File: config.mk
export PLATFORM = sky130hd
export DESIGN_NAME = cmd_frame_initiator
export DESIGN_NICKNAME = d
export VERILOG_FILES = /design/src/rtl/sys_cmd_pkg.sv /design/src/rtl/cmd_frame_initiator.sv
export SDC_FILE = /design/constraint.sdc
export NUM_CORES = 1
export LEC_CHECK = 0
export CAP_MARGIN = 0
export CORE_MARGIN = 10
export CORE_UTILIZATION = 47
export CTS_CLUSTER_DIAMETER = 50
export DETAILED_ROUTE_END_ITERATION = 12
export PLACE_DENSITY = 0.8
export REMOVE_ABC_BUFFERS = 1
export SETUP_SLACK_MARGIN = 0.2
export SKIP_LAST_GASP = 1
export SYNTH_ARGS = -nofsm -noshare
export SYNTH_HDL_FRONTEND = slang
export SYNTH_SLANG_ARGS = --single-unit
File: constraint.sdc
create_clock -name CLK -period 2.1 [get_ports CLK]
set_input_delay 0.315 -clock CLK [delete_from_list [all_inputs] [get_ports CLK]]
set_output_delay 0.315 -clock CLK [all_outputs]
set_load 0.05 [all_outputs]
File: src/rtl/sys_cmd_pkg.sv
// sys_cmd_pkg: shared frame headers, command encodings, FSM states and frame length for the UART command protocol
package sys_cmd_pkg;
    localparam logic [7:0] RF_WR_CMD   = 8'hAA;
    localparam logic [7:0] RF_RD_CMD   = 8'hBB;
    localparam logic [7:0] ALU_OP_CMD  = 8'hCC;
    localparam logic [7:0] ALU_NOP_CMD = 8'hDD;
    typedef enum logic [1:0] {
        CMD_RF_WR   = 2'b00,
        CMD_RF_RD   = 2'b01,
        CMD_ALU_OP  = 2'b10,
        CMD_ALU_NOP = 2'b11
    } cmd_type_e;
    typedef enum logic [2:0] {
        S_IDLE,
        S_SEND,
        S_WAIT_R0,
        S_WAIT_R1,
        S_DONE
    } state_e;
    function automatic logic [2:0] frame_len(input cmd_type_e t);
        return t == CMD_RF_WR ? 3'd3 : t == CMD_ALU_OP ? 3'd4 : 3'd2;
    endfunction
endpackage

File: src/rtl/cmd_frame_initiator.sv
// cmd_frame_initiator: serialises one command into protocol bytes on TX and assembles the RX response
// Ports: CLK/RST (sync, active-high); CMD_* request with valid/ready handshake;
//        TX_P_DATA/TX_DATA_VALID/TX_FULL byte sink; RX_P_DATA/RX_DATA_VALID byte source;
//        RESP_DATA assembled response, CMD_DONE completion pulse, RESP_ERR timeout pulse.
// Optional macro CMD_RESP_TIMEOUT_EN adds a response watchdog; otherwise RESP_ERR is tied 0.
module cmd_frame_initiator
    import sys_cmd_pkg::*;
#(
    parameter int DATA_WIDTH     = 8,
    parameter int ADDRESS_WIDTH  = 4,
    parameter int FUN_WIDTH      = 4,
    parameter int OUT_WIDTH      = 2*DATA_WIDTH,
    parameter int TIMEOUT_CYCLES = 4096
) (
    input  logic                     CLK,
    input  logic                     RST,
    input  logic                     CMD_VALID,
    output logic                     CMD_READY,
    input  logic [1:0]               CMD_TYPE,
    input  logic [ADDRESS_WIDTH-1:0] CMD_ADDR,
    input  logic [DATA_WIDTH-1:0]    CMD_WDATA,
    input  logic [DATA_WIDTH-1:0]    CMD_OP_A,
    input  logic [DATA_WIDTH-1:0]    CMD_OP_B,
    input  logic [FUN_WIDTH-1:0]     CMD_FUN,
    output logic [DATA_WIDTH-1:0]    TX_P_DATA,
    output logic                     TX_DATA_VALID,
    input  logic                     TX_FULL,
    input  logic [DATA_WIDTH-1:0]    RX_P_DATA,
    input  logic                     RX_DATA_VALID,
    output logic [OUT_WIDTH-1:0]     RESP_DATA,
    output logic                     CMD_DONE,
    output logic                     RESP_ERR
);
    state_e                   r_state, w_next;
    cmd_type_e                r_type;
    logic [ADDRESS_WIDTH-1:0] r_addr;
    logic [DATA_WIDTH-1:0]    r_wdata, r_op_a, r_op_b;
    logic [FUN_WIDTH-1:0]     r_fun;
    logic [1:0]               r_idx;
    logic [OUT_WIDTH-1:0]     r_resp;
    logic [DATA_WIDTH-1:0]    w_byte, w_addr_b, w_fun_b;
    logic                     w_xfer, w_last, w_timeout;
    assign w_xfer        = r_state == S_SEND && !TX_FULL;
    assign w_last        = {1'b0, r_idx} == frame_len(r_type) - 3'd1;
    assign w_addr_b      = DATA_WIDTH'(r_addr);
    assign w_fun_b       = DATA_WIDTH'(r_fun);
    assign CMD_READY     = r_state == S_IDLE;
    assign TX_DATA_VALID = r_state == S_SEND;
    assign TX_P_DATA     = r_state == S_SEND ? w_byte : '0;
    assign CMD_DONE      = r_state == S_DONE;
    assign RESP_DATA     = r_resp;
    always_comb begin
        w_byte = '0;
        case (r_type)
            CMD_RF_WR:  w_byte = r_idx == 2'd0 ? DATA_WIDTH'(RF_WR_CMD) : r_idx == 2'd1 ? w_addr_b : r_wdata;
            CMD_RF_RD:  w_byte = r_idx == 2'd0 ? DATA_WIDTH'(RF_RD_CMD) : w_addr_b;
            CMD_ALU_OP: w_byte = r_idx == 2'd0 ? DATA_WIDTH'(ALU_OP_CMD) : r_idx == 2'd1 ? r_op_a :
                                 r_idx == 2'd2 ? r_op_b : w_fun_b;
            default:    w_byte = r_idx == 2'd0 ? DATA_WIDTH'(ALU_NOP_CMD) : w_fun_b;
        endcase
    end
    // RX bytes are only looked at in the WAIT states, so anything arriving
    // during SEND (including on the last transfer cycle) is dropped.
    always_comb begin
        w_next = r_state;
        case (r_state)
            S_IDLE:    w_next = CMD_VALID ? S_SEND : S_IDLE;
            S_SEND:    if (w_xfer && w_last) w_next = r_type == CMD_RF_WR ? S_DONE : S_WAIT_R0;
            S_WAIT_R0: if (RX_DATA_VALID) w_next = r_type == CMD_RF_RD ? S_DONE : S_WAIT_R1;
                       else if (w_timeout) w_next = S_DONE;
            S_WAIT_R1: if (RX_DATA_VALID || w_timeout) w_next = S_DONE;
            default:   w_next = S_IDLE;
        endcase
    end
    always_ff @(posedge CLK) begin
        if (RST) begin
            r_state <= S_IDLE;
            r_type  <= CMD_RF_WR;
            r_addr  <= '0;
            r_wdata <= '0;
            r_op_a  <= '0;
            r_op_b  <= '0;
            r_fun   <= '0;
            r_idx   <= '0;
            r_resp  <= '0;
        end else begin
            r_state <= w_next;
            if (r_state == S_IDLE && CMD_VALID) begin
                r_type  <= cmd_type_e'(CMD_TYPE);
                r_addr  <= CMD_ADDR;
                r_wdata <= CMD_WDATA;
                r_op_a  <= CMD_OP_A;
                r_op_b  <= CMD_OP_B;
                r_fun   <= CMD_FUN;
                r_idx   <= '0;
            end else if (w_xfer) begin
                r_idx <= r_idx + 2'd1;
            end
            // Read responses are a single byte, so the upper half is cleared;
            // ALU responses arrive LSB first and keep the upper half until byte 1.
            if (r_state == S_WAIT_R0 && RX_DATA_VALID)
                r_resp <= r_type == CMD_RF_RD ? OUT_WIDTH'(RX_P_DATA)
                                              : {r_resp[OUT_WIDTH-1:DATA_WIDTH], RX_P_DATA};
            if (r_state == S_WAIT_R1 && RX_DATA_VALID)
                r_resp[OUT_WIDTH-1:DATA_WIDTH] <= RX_P_DATA;
        end
    end
`ifdef CMD_RESP_TIMEOUT_EN
    localparam int CW = $clog2(TIMEOUT_CYCLES);
    logic [CW-1:0] r_cnt;
    logic          r_err;
    logic          w_wait;
    assign w_wait    = r_state == S_WAIT_R0 || r_state == S_WAIT_R1;
    assign w_timeout = w_wait && !RX_DATA_VALID && r_cnt == CW'(TIMEOUT_CYCLES - 1);
    assign RESP_ERR  = r_state == S_DONE && r_err;
    // Held at zero outside the WAIT states, so it is already clear on entry to WAIT_R0.
    always_ff @(posedge CLK) begin
        if (RST) begin
            r_cnt <= '0;
            r_err <= 1'b0;
        end else begin
            r_cnt <= (!w_wait || RX_DATA_VALID) ? '0 : r_cnt + CW'(1);
            r_err <= w_timeout;
        end
    end
`else
    assign w_timeout = 1'b0;
    assign RESP_ERR  = 1'b0;
`endif
endmodule

# Word level (Yosys, flattened, before mapping)
# Cells that the tools add are included.
classes:
  addsub: 2
  eq_ne: 12
  n_mux: 21
  reduce_logical: 14
op_table:
  columns: ["op", "n"]
  rows:
  - ["$mux 8", 9]
  - ["$mux 16", 2]
  - ["$pmux 8 s3", 1]
  - ["$mux 3", 7]
  - ["$pmux 3 s4", 1]
  - ["$eq 3x2->1 const B", 2]
  - ["$logic_and 1x1->1", 5]
  - ["$eq 2x1->1 const B", 2]
  - ["$eq 2x2->1 const B", 2]
  - ["$logic_not 2->1", 2]
  - ["$ne 2x2->1 const B", 2]
  - ["$reduce_bool 2->1", 2]
  - ["$eq 2x3->1", 1]
  - ["$eq 3x1->1 const B", 1]
  - ["$eq 3x3->1 const B", 1]
  - ["$logic_not 3->1", 1]
  - ["$reduce_and 3->1", 1]
  - ["$sub 3x1->3 const B", 1]
  - ["$add 2x1->2 const B", 1]
  - ["$ne 2x1->1 const B", 1]
  - ["$reduce_and 2->1", 1]
  - ["$reduce_or 2->1", 1]
  - ["$logic_not 1->1", 1]
  - ["$mux 1", 1]
word_totals:
  ff_bits: 55
  elab_cells: 59
  input_bits: 47
  out_inout_bits: 28

# Logic depth before layout (Yosys ltp)
depth:
  depth_word: 8
  ltp_mapped: 8
  mapped_depth_nobuf: 6

# Worst setup path after synthesis
# No wires, ideal clock.
synth_timing:
  kind: "reg-to-output"
  startpoint: "register r_idx[1]"
  endpoint: "output TX_P_DATA[0]"
  t_arrival_ns: 3.592
  setup_slack_ns: -1.807
  n_path_buf: 1
  required_ns: 1.785
  path_stages_with_launch: 7
  path_cell_list: "dfxtp_1 inv_1 ha_1 clkbuf_1 nor2_1 o31ai_1 a2111oi_0"
synth_between:
  elab_chain_cells: 6
  word_cells_on_any_way: 12
  classes_between: "2 x eq/ne; 9 x mux; 1 x reduce/logical"
synth_rtl:
  columns: ["element", "line", "source"]
  rows:
  - ["start: declaration", "cmd_frame_initiator.sv:39", "logic [1:0] r_idx;"]
  - ["start signal: assignment", "cmd_frame_initiator.sv:97", "r_idx <= r_idx + 2'd1;"]
  - ["$eq 2x2->1", "cmd_frame_initiator.sv:58", "r_idx == 2'd2 ? r_op_b : w_fun_b;"]
  - ["$mux 8", "cmd_frame_initiator.sv:58", null]
  - ["$mux 8 (2 in series)", "cmd_frame_initiator.sv:57", "CMD_ALU_OP: w_byte = r_idx == 2'd0 ? DATA_WIDTH'(ALU_OP_CMD) : r_idx == 2'd1 ? r_op_a :"]
  - ["$pmux 8 s3 (*)", "cmd_frame_initiator.sv:54", "case (r_type)"]
  - ["$mux 8 (*)", "cmd_frame_initiator.sv:49", "assign TX_P_DATA = r_state == S_SEND ? w_byte : '0;"]
  - ["end: declaration", "cmd_frame_initiator.sv:25", "output logic [DATA_WIDTH-1:0] TX_P_DATA,"]
# Every way passes the cells marked *; elsewhere a longest branch is shown, timed or not.

# Final worst setup path
layout_timing:
  startpoint: "register r_idx[1]"
  endpoint: "output TX_P_DATA[2]"
# The elaborated chain is that of the path after synthesis.

==> flow_summary.html <==
<table>
<tr><th>Metric</th><th>Value</th></tr>
<tr><th colspan="2">Yosys</th></tr>
<tr><td>Proportion of synthesized flip-flops having asynchronous set or reset</td><td>0</td></tr>
<tr><td>Number of distinct library cells after synthesis</td><td>43</td></tr>
<tr><td>Synth Area per Inst</td><td>7.85 sq um</td></tr>
<tr><td>Library cell with the largest summed area after synthesis</td><td>sky130_fd_sc_hd__dfxtp_1</td></tr>
<tr><td>Mapped cell area</td><td>2520 sq um</td></tr>
<tr><td>Sequential cell area fraction in the yosys report</td><td>0.437</td></tr>
<tr><td>Post-synth top flop</td><td>sky130_fd_sc_hd__dfxtp_1</td></tr>
<tr><td>Count of synthesis-stage warnings from yosys</td><td>0</td></tr>
<tr><td>Register bit total from synthesis</td><td>55</td></tr>
<tr><td>Top cell type's share of synthesized area</td><td>0.437</td></tr>
<tr><td>Synthesized netlist cell count</td><td>321</td></tr>
<tr><td>Leading post-synthesis cells by cell area</td><td>sky130_fd_sc_hd__dfxtp_1 (44%), sky130_fd_sc_hd__nand2_1 (12%), sky130_fd_sc_hd__a21oi_1 (7.9%), sky130_fd_sc_hd__nor2_1 (4.6%), sky130_fd_sc_hd__mux2i_1 (4.4%)</td></tr>
<tr><td>Synth top cells by count</td><td>sky130_fd_sc_hd__nand2_1 (79), sky130_fd_sc_hd__dfxtp_1 (55), sky130_fd_sc_hd__a21oi_1 (40)</td></tr>
<tr><td>Count of flip-flops with a built-in enable after synthesis</td><td>0</td></tr>
<tr><td>Library cell with the highest instance count after synthesis</td><td>sky130_fd_sc_hd__nand2_1</td></tr>
<tr><th colspan="2">Routing</th></tr>
<tr><td>Total via count in the routed design</td><td>2,505</td></tr>
<tr><td>DR pass1 iterations</td><td>4</td></tr>
<tr><td>Total detailed-routing wirelength</td><td>7.20 mm</td></tr>
<tr><td>Detail-routed net length per standard cell</td><td>15.3 um</td></tr>
<tr><td>Antenna Violating Nets Remaining</td><td>0</td></tr>
<tr><td>Initial DRC Count</td><td>127</td></tr>
<tr><td>DRC violation count after routing</td><td>0</td></tr>
<tr><td>Via-to-Cell Ratio</td><td>5.33</td></tr>
<tr><th colspan="2">STA</th></tr>
<tr><td>Final setup skew</td><td>5.53 ps</td></tr>
<tr><td>Upper clock frequency limit</td><td>441 MHz</td></tr>
<tr><td>Unrepaired setup endpoints after global routing</td><td>true</td></tr>
<tr><td>Max_slew headroom</td><td>0.490</td></tr>
<tr><td>Number of max-slew violations in the final report</td><td>0</td></tr>
<tr><td>Setup violations, final</td><td>7</td></tr>
<tr><td>Transition at the pin with the smallest max-transition slack</td><td>764 ps</td></tr>
<tr><td>Crit path setup slack, layout</td><td>-169 ps</td></tr>
<tr><td>Post-layout minimum cycle time</td><td>2270 ps</td></tr>
<tr><td>Final worst path period share</td><td>1.08</td></tr>
<tr><td>Final hold violation count</td><td>0</td></tr>
<tr><th colspan="2">Clock tree</th></tr>
<tr><td>Clock transition at path regs</td><td>100 ps</td></tr>
<tr><td>Quantity of hold-fixing buffers added after cts</td><td>0</td></tr>
<tr><td>Clock Path Buffers</td><td>2</td></tr>
<tr><td>Clock tree from TritonCTS</td><td>yes</td></tr>
<tr><td>Clk Tree Root Cell</td><td>sky130_fd_sc_hd__clkbuf_8</td></tr>
<tr><td>Number of sinks on the clock net</td><td>55</td></tr>
<tr><td>Level count of the clock H-tree</td><td>2</td></tr>
<tr><td>Inserted Clock Buffers</td><td>5</td></tr>
<tr><td>Clock latency reported for the late side of the worst-skew pair</td><td>310 ps</td></tr>
<tr><th colspan="2">Min path</th></tr>
<tr><td>Class of the worst hold path</td><td>in -&gt; reg</td></tr>
<tr><th colspan="2">Pwr</th></tr>
<tr><td>Combinational Power Share</td><td>0.364</td></tr>
<tr><td>Switching pwr</td><td>1.05 mW</td></tr>
<tr><td>Cell area power density</td><td>784 nW/um^2</td></tr>
<tr><td>Worst ir drop on vdd</td><td>0.690 mV</td></tr>
<tr><td>Cell internal power dissipation</td><td>1.85 mW</td></tr>
<tr><td>Sequential power share</td><td>0.422</td></tr>
<tr><td>Leak Pwr</td><td>1.34 nW</td></tr>
<tr><td>Switching share of total power</td><td>0.362</td></tr>
<tr><td>Clock network fraction of design power</td><td>0.214</td></tr>
<tr><th colspan="2">Cells and area</th></tr>
<tr><td>Post-layout utilization of the core</td><td>0.719</td></tr>
<tr><td>Share of final-layout standard cells stronger than drive strength 1</td><td>0.170</td></tr>
<tr><td>Sequential Area</td><td>1110 sq um</td></tr>
<tr><td>Layout overhead on the synthesized area</td><td>46.7%</td></tr>
<tr><td>Area of combinational cells with multiple inputs</td><td>1380 sq um</td></tr>
<tr><td>Final instance area</td><td>3700 sq um</td></tr>
<tr><td>Number of antenna repair diodes</td><td>0</td></tr>
<tr><td>Layout fillers</td><td>407</td></tr>
<tr><td>Total number of nets in the final design</td><td>449</td></tr>
<tr><th colspan="2">Setup path</th></tr>
<tr><td>Kind of end point of the critical path</td><td>primary output</td></tr>
<tr><td>Crit-path max cell delay</td><td>340 ps</td></tr>
<tr><td>Buffers &amp; Inverters on Critical Path</td><td>3</td></tr>
<tr><td>Kind of critical path</td><td>reg -&gt; out</td></tr>
<tr><td>CP top delay family</td><td>compound AO/OA/AOI/OAI gates</td></tr>
<tr><td>Master of the slowest instance on the critical path</td><td>sky130_fd_sc_hd__dfxtp_2</td></tr>
<tr><td>Launching element type of the critical path</td><td>flop</td></tr>
<tr><td>Cells traversed along the worst timing path</td><td>buf_6 -&gt; ha_4 -&gt; mux2i_1 -&gt; a221o_1 -&gt; a311oi_1 -&gt; buf_4 -&gt; buf_12</td></tr>
<tr><td>Worst Path Max Fanout</td><td>6</td></tr>
<tr><td>Required time at the endpoint of the critical path</td><td>1780 ps</td></tr>
<tr><td>Worst endpoint data arrival time</td><td>1950 ps</td></tr>
<tr><th colspan="2">Flow run</th></tr>
<tr><td># Max-Cap Violations</td><td>0</td></tr>
<tr><th colspan="2">Placed design</th></tr>
<tr><td>Number of I/O port buffers</td><td>73</td></tr>
<tr><td>Global placer's final weighted congestion</td><td>0.872</td></tr>
<tr><td>Post-placement worst setup slack</td><td>-71.2 ps</td></tr>
<tr><td>Placement Cell Area</td><td>3460 sq um</td></tr>
<tr><td>Detailed placement HPWL</td><td>5.27 mm</td></tr>
<tr><th colspan="2">Die</th></tr>
<tr><td>Initial Util</td><td>0.490</td></tr>
<tr><td>Die outline width</td><td>93.2 um</td></tr>
<tr><td>Count of boundary I/O pins</td><td>75</td></tr>
<tr><td>Area of the core</td><td>5140 sq um</td></tr>
<tr><td>Die area</td><td>8690 sq um</td></tr>
<tr><td>Chip Height</td><td>93.2 um</td></tr>
<tr><td>Number of rows created at floorplan</td><td>26</td></tr>
<tr><th colspan="2">GRT</th></tr>
<tr><td>Tot GR Track Use</td><td>0.162</td></tr>
<tr><td>GRT overflow</td><td>0</td></tr>
<tr><td>Maximum number of pins on one net before global-route repair</td><td>37</td></tr>
<tr><td>Vias in the first global route</td><td>2,426</td></tr>
<tr><td>First-pass GRT wire length</td><td>11.7 mm</td></tr>
<tr><td>Number of antenna violations at the first check in global routing</td><td>0</td></tr>
<tr><th colspan="2">Status</th></tr>
<tr><td>Outcome</td><td>complete, but fails checks</td></tr>
<tr><td>Violated checks</td><td>setup timing</td></tr>
</table>
[through the flow]
| stage | TNS, ps | hold slack [ps] | power [mW] | std cells |
|---|---|---|---|---|
| floorplan | -29000 | 381 | 1.78 | 297 |
| global placement | -68.7 | 444 | 2.22 | 460 |
| detailed placement | -71.2 | 450 | 2.23 | 460 |
| CTS | -574 | 446 | 2.89 | 469 |
| global route | -1160 | 485 | 3.04 | 470 |
| finish | -511 | 455 | 2.90 | 470 |
[worst paths after layout]
check	endpoint	cells after the start	slack, ps	startpoint
worst max register to register	RESP_DATA[15]	5	380	r_type[1]
worst max-delay path	TX_P_DATA[2]	7	-170	r_idx[1]
worst min-delay path	r_state[1]	2	450	RST
worst min register to register	r_addr[3]	2	460	r_addr[3]
[timing repair]
item                       4_1_cts  5_1_grt
resized for setup               26       10
setup endpoints to repair        9        8
buffers inserted                 1        1
pin swaps                        8        5
[flip-flops by register name, indices dropped and copies added (netlist names)]
signal / count
RESP_DATA: 16
r_fun: 4
r_idx: 2
r_op_b: 8
r_wdata: 8
r_type: 2
r_addr: 4
r_op_a: 8
r_state: 3
[cells by family (layout without fill, tap and decap cells)]
| logic type | Yosys count | after routing | synth area share |
|---|---|---|---|
| compound gates | 78 | 78 | 0.195 |
| xor+xnor | 2 | 2 | 0.00696 |
| fa+ha+maj | 3 | 3 | 0.0149 |
| buf+inv | 32 | 111 | 0.0532 |
| flops | 55 | 55 | 0.437 |
| mux | 13 | 13 | 0.0527 |
| other cells | 1 | 1 | 0.00149 |
| simple gates | 137 | 137 | 0.238 |
[power groups by stage]
| stage | registers, mW | clock network (mW) | logic [mW] |
|---|---|---|---|
| CTS | 1.22 | 0.630 | 1.04 |
| detailed placement | 1.24 | 0 | 1.00 |
| finish | 1.22 | 0.620 | 1.06 |
| global route | 1.24 | 0.665 | 1.14 |
| global placement | 1.23 | 0 | 0.983 |
| floorplan | 1.25 | 0 | 0.529 |
[routing by layer]
layer  GRT usage  up-vias  routed length, um
li1            -     1248                  -
met1       0.195     1194               3080
met2       0.283       59               3720
met3      0.0336        4                326
met4      0.0450        0                 70
met5           0        -                  0
[cells in the final DEF, fill, tap and decap left out, types with 5 or more instances in the layout]
cell,synthesis,routed
sky130_fd_sc_hd__buf_12,0,9
sky130_fd_sc_hd__inv_1,8,5
sky130_fd_sc_hd__mux2i_1,11,11
sky130_fd_sc_hd__a21oi_1,40,38
sky130_fd_sc_hd__nor2b_1,6,6
sky130_fd_sc_hd__nand2_1,79,78
sky130_fd_sc_hd__buf_4,2,20
sky130_fd_sc_hd__clkbuf_8,0,5
sky130_fd_sc_hd__clkdlybuf4s50_1,0,61
sky130_fd_sc_hd__nor2_1,31,29
sky130_fd_sc_hd__dfxtp_1,55,51
sky130_fd_sc_hd__a22oi_1,9,8
sky130_fd_sc_hd__nor3_1,7,7
[cell type report]
class / count / share of cell area
clock buffers: 5 / 0.0186
multi-input cells: 234 / 0.373
well taps: 70 / 0.0237
flip-flops and latches: 55 / 0.301
repair buffers: 95 / 0.268
inverters: 8 / 0.00880
clock inverters: 3 / 0.00745
Power figures use the tool's default switching activity.
